[src/rtl/seg_scan4.sv]
// Four-digit multiplexed 7-segment scanner with a once-per-frame letter snapshot.
// Optional anti-ghosting blanking at the start of each slot when SEG_SCAN4_BLANK_EN is defined.
module seg_scan4 #(
    parameter int DIV   = 50000,
    parameter int BLANK = 4
) (
    input  logic        clk,
    input  logic        rst_n,
    input  logic [27:0] seg_in,
    output logic [3:0]  an,
    output logic [6:0]  seg_out,
    output logic        frame_tick
);

    localparam int CNT_W = $clog2(DIV);
    localparam logic [CNT_W-1:0] CNT_LAST = CNT_W'(DIV - 1);

    if (DIV < 2 || DIV > 1048576) begin : g_div_range
        $error("seg_scan4: DIV must lie in 2..2^20");
    end
    if (BLANK < 0 || BLANK >= DIV) begin : g_blank_range
        $error("seg_scan4: BLANK must lie in 0..DIV-1");
    end

    typedef enum logic [1:0] {D0, D1, D2, D3} dig_t;

    dig_t             dig_p0, dig_nxt;
    logic [CNT_W-1:0] cnt_p0, cnt_nxt;
    logic [27:0]      frame_p0;
    logic             slot_end;
    logic             frame_end;
    logic             blank;
    logic [3:0]       an_nxt;
    logic [6:0]       seg_nxt;

`ifdef SEG_SCAN4_BLANK_EN
    localparam logic [CNT_W-1:0] BLANK_C = CNT_W'(BLANK);
    assign blank = (cnt_p0 < BLANK_C);
`else
    assign blank = 1'b0;
`endif

    // Stage p0: slot counter, digit state and frame snapshot
    always_ff @(posedge clk or negedge rst_n) begin
        if (!rst_n) begin
            dig_p0   <= D0;
            cnt_p0   <= '0;
            frame_p0 <= '0;
        end else begin
            dig_p0 <= dig_nxt;
            cnt_p0 <= cnt_nxt;
            if (frame_end) begin
                frame_p0 <= seg_in;
            end
        end
    end

    always_comb begin
        slot_end  = (cnt_p0 == CNT_LAST);
        frame_end = slot_end && (dig_p0 == D3);
        cnt_nxt   = slot_end ? '0 : cnt_p0 + 1'b1;
        dig_nxt   = dig_p0;
        an_nxt    = 4'b1111;
        seg_nxt   = 7'h7f;

        if (slot_end) begin
            case (dig_p0)
                D0:      dig_nxt = D1;
                D1:      dig_nxt = D2;
                D2:      dig_nxt = D3;
                default: dig_nxt = D0;
            endcase
        end

        case (dig_p0)
            D0: begin
                an_nxt  = 4'b1110;
                seg_nxt = ~frame_p0[6:0];
            end
            D1: begin
                an_nxt  = 4'b1101;
                seg_nxt = ~frame_p0[13:7];
            end
            D2: begin
                an_nxt  = 4'b1011;
                seg_nxt = ~frame_p0[20:14];
            end
            default: begin
                an_nxt  = 4'b0111;
                seg_nxt = ~frame_p0[27:21];
            end
        endcase

        if (blank) begin
            an_nxt  = 4'b1111;
            seg_nxt = 7'h7f;
        end
    end

    // Stage p1: registered display outputs, one cycle behind the scan state
    always_ff @(posedge clk or negedge rst_n) begin
        if (!rst_n) begin
            an         <= 4'b1111;
            seg_out    <= 7'h7f;
            frame_tick <= 1'b0;
        end else begin
            an         <= an_nxt;
            seg_out    <= seg_nxt;
            frame_tick <= frame_end;
        end
    end

endmodule

[config.mk]
export PLATFORM = sky130hd
export DESIGN_NAME = seg_scan4
export DESIGN_NICKNAME = d
export VERILOG_FILES = /design/src/rtl/seg_scan4.sv
export SDC_FILE = /design/constraint.sdc
export NUM_CORES = 1
export LEC_CHECK = 0
export CAP_MARGIN = 20
export CORE_UTILIZATION = 50
export CTS_BUF_LIST = sky130_fd_sc_hd__clkbuf_4 sky130_fd_sc_hd__clkbuf_8
export DETAILED_ROUTE_END_ITERATION = 6
export PLACE_DENSITY_LB_ADDON = 0.12
export SLEW_MARGIN = 25
export SYNTH_ARGS = -nofsm -noshare
export SYNTH_HDL_FRONTEND = slang
export SYNTH_SLANG_ARGS = --single-unit
[constraint.sdc]
create_clock -name clk -period 3.56 [get_ports clk]
set_clock_uncertainty 0.15 [all_clocks]
set_input_delay 0.356 -clock clk [delete_from_list [all_inputs] [get_ports clk]]
set_output_delay 0.356 -clock clk [all_outputs]
set_load 0.005 [all_outputs]
==> impl_metrics.toml <==
[outcome]
status = "finished clean"

[sta]
slew_headroom_pct = 49.15
min_period_ps = 2404
finalCritPeriodShare_pct = 67.53
worst_pin_slew_ps = 760.1
slew_viol_final = 0
setup_viol = 0
fmax_ghz = 0.4160
finalSetupTns_ps = 0
hold_viol_final = 0
rsz0062_at_grt = "no"

[final_layout]
layout_common_cells = "dfrtp_1, clkdlybuf4s50_1, mux2_2"
final_nets = 273
area_delta_synth_final_pct = 27.29
final_area_mm2 = 0.003181
drive_gt1_share_pct = 25.10
final_common_cell = "dfrtp_1"
num_antenna_cells = 0

[place]
gp_congestion = 0.7432
port-buffer-count = 41
dp_hpwl_um = 3197
placed_cell_area_mm2 = 0.002963

[logic_synthesis]
synthesis.nets = 224
synth_cell_types = 32
yosysTopAreaCell = "dfrtp_1"
ys_seq_area_share_pct = 58.64
yosysWarnings = 0
netlist_instances = 186
ys_top_cells_by_area = "dfrtp_1, dfstp_2, mux2_2"
ys_ff_latch = 58
synth-main-ff-cell = "dfrtp_1"
yosysTopAreaCellShare_pct = 47.07
synth-edff-count = 0
netlist_area_mm2 = 0.002499
synthArstFlopShare_pct = 100.0
avgSynthCellArea_um2 = 13.43

[power]
ir_drop_mv = 0.2063
p_leak_nw = 1.411
cellPowerDensity_mw_per_mm2 = 439.2
p_total_mw = 1.397

[grt]
grt_pass1_vias = 1724
grt_start_max_net_pins = 56
grt_pass1_wl_um = 8010
antenna_found_initial = 0
grt_util_all_layers_pct = 21.14
grt.overflow.total = 0

[die]
io_pins = 42
die_area_mm2 = 0.005284
core.rowCount = 25
die_x_um = 72.69
core_area_mm2 = 0.004755
die_y_um = 72.69
start_util_pct = 52.55

[clock_tree]
clockBufferDepth = 2
ctsResizeCount = 0
root_buffer = "clkbuf_8"
cts_buffers = 9
cts_sinks = 58
cts_tree = "yes"
ctsHoldBuffers = 1
clk_latency_ps = 340
cts_setup_buffers = 0
cts_htree_levels = 3
cts.clk_slew.worst_paths_ps = 60

[worst_setup_path]
endpoint_kind = "register"
critPathRequiredTime_ps = 3630
crit_fanout = 29
crit_arrival_ps = 2470
critPathKind = "reg2reg"
critPathLaunchType = "register"

[routing]
drt_iter0_drc = 106
routed_via_density = 5.310
vias = 1625
drc = 0
drt_first_pass_iters = 5
routed_wl_um = 4782
avgRoutedWirePerCell_um = 15.63
drtAntennaViolNets = 0

[flow_run]
cap_violations = 0

[worst_hold_path]
hp-class = "reg2reg"
-- critical path, cell delays in order, from the launching register on --
cell and delay [ps]:
dfrtp_1 380, ha_1 190, and3_1 280, and4_4 350, nand2_2 460, mux2_4 470
-- Yosys cell counts (all sizes together) (2+ instances only) --
| master | count |
|---|---|
| clkbuf | 2 |
| dfstp | 11 |
| o22ai | 7 |
| xnor2 | 6 |
| ha | 8 |
| xor2 | 6 |
| and4 | 4 |
| and3 | 3 |
| o21ai | 4 |
| nor2 | 7 |
| mux2 | 28 |
| dfrtp | 47 |
| buf | 3 |
| nand3 | 3 |
| nand2 | 12 |
| nand4 | 4 |
| inv | 8 |
| nor2b | 8 |
| o31a | 6 |
-- state kept, by name, summed over array words and instances (netlist names) --
| register | flops |
|---|---|
| frame_tick | 1 |
| dig_p0 | 2 |
| frame_p0 | 28 |
| cnt_p0 | 16 |
| an | 4 |
| seg_out | 7 |
-- logic make-up (layout without fill, tap and decap cells) --
| kind of cell | after synthesis | after routing | share of synthesized area [%] |
|---|---|---|---|
| buf+inv | 14 | 67 | 2.754 |
| mux | 28 | 28 | 13.97 |
| flops | 58 | 58 | 58.64 |
| xor+xnor | 12 | 12 | 4.206 |
| fa+ha+maj | 8 | 8 | 4.006 |
| simple gates | 46 | 46 | 10.82 |
| compound gates | 20 | 20 | 5.608 |
-- per-stage QoR --
stage,utilization (%),worst slack [ps],std cells,hold slack [ps]
global placement,62.26,1242,290,260.5
global route,66.89,1024,306,313.9
finish,66.89,1156,306,293.7
detailed placement,62.32,1149,290,286.8
floorplan,-,1609,186,-89.59
CTS,66.89,1145,306,296.7
-- final cells by class --
cell class,count,area [um^2]
Fill cell,362,1574
Sequential cell,58,1465
Multi-Input combinational cell,114,964.7
Timing Repair Buffer,43,425.4
Clock buffer,13,172.7
Tap cell,67,83.83
Clock inverter,2,35.03
Inverter,9,33.78
-- metal layers --
| metal | routed length [um] | up-vias | track usage, % |
|---|---|---|---|
| met3 | 270 | 12 | 4.972 |
| met1 | 2158 | 806 | 27.43 |
| met2 | 2219 | 61 | 31.98 |
| li1 | - | 746 | - |
| met4 | 134 | 0 | 13.51 |
| met5 | 0 | - | 0 |
-- path summary, 6_finish.rpt --
path                              start      endpoint  slack, ps  cells after the start
min reg2reg                frame_p0[23]    seg_out[2]        290                      1
max reg2reg                   cnt_p0[0]  frame_p0[24]       1160                      5
min                        frame_p0[23]    seg_out[2]        290                      1
min in group asynchronous         rst_n    cnt_p0[12]        450                      2
max in group asynchronous         rst_n    seg_out[1]       2180                      3
max                           cnt_p0[0]  frame_p0[24]       1160                      5
-- power by group --
group	leakage [nW]	total (mW)	internal, mW	switching, mW
Sequential	0.693	0.693	0.683	0.0100
Clock	0.109	0.623	0.383	0.240
Combinational	0.609	0.0803	0.0541	0.0263
No activity file was read; power rests on OpenSTA's default activity.
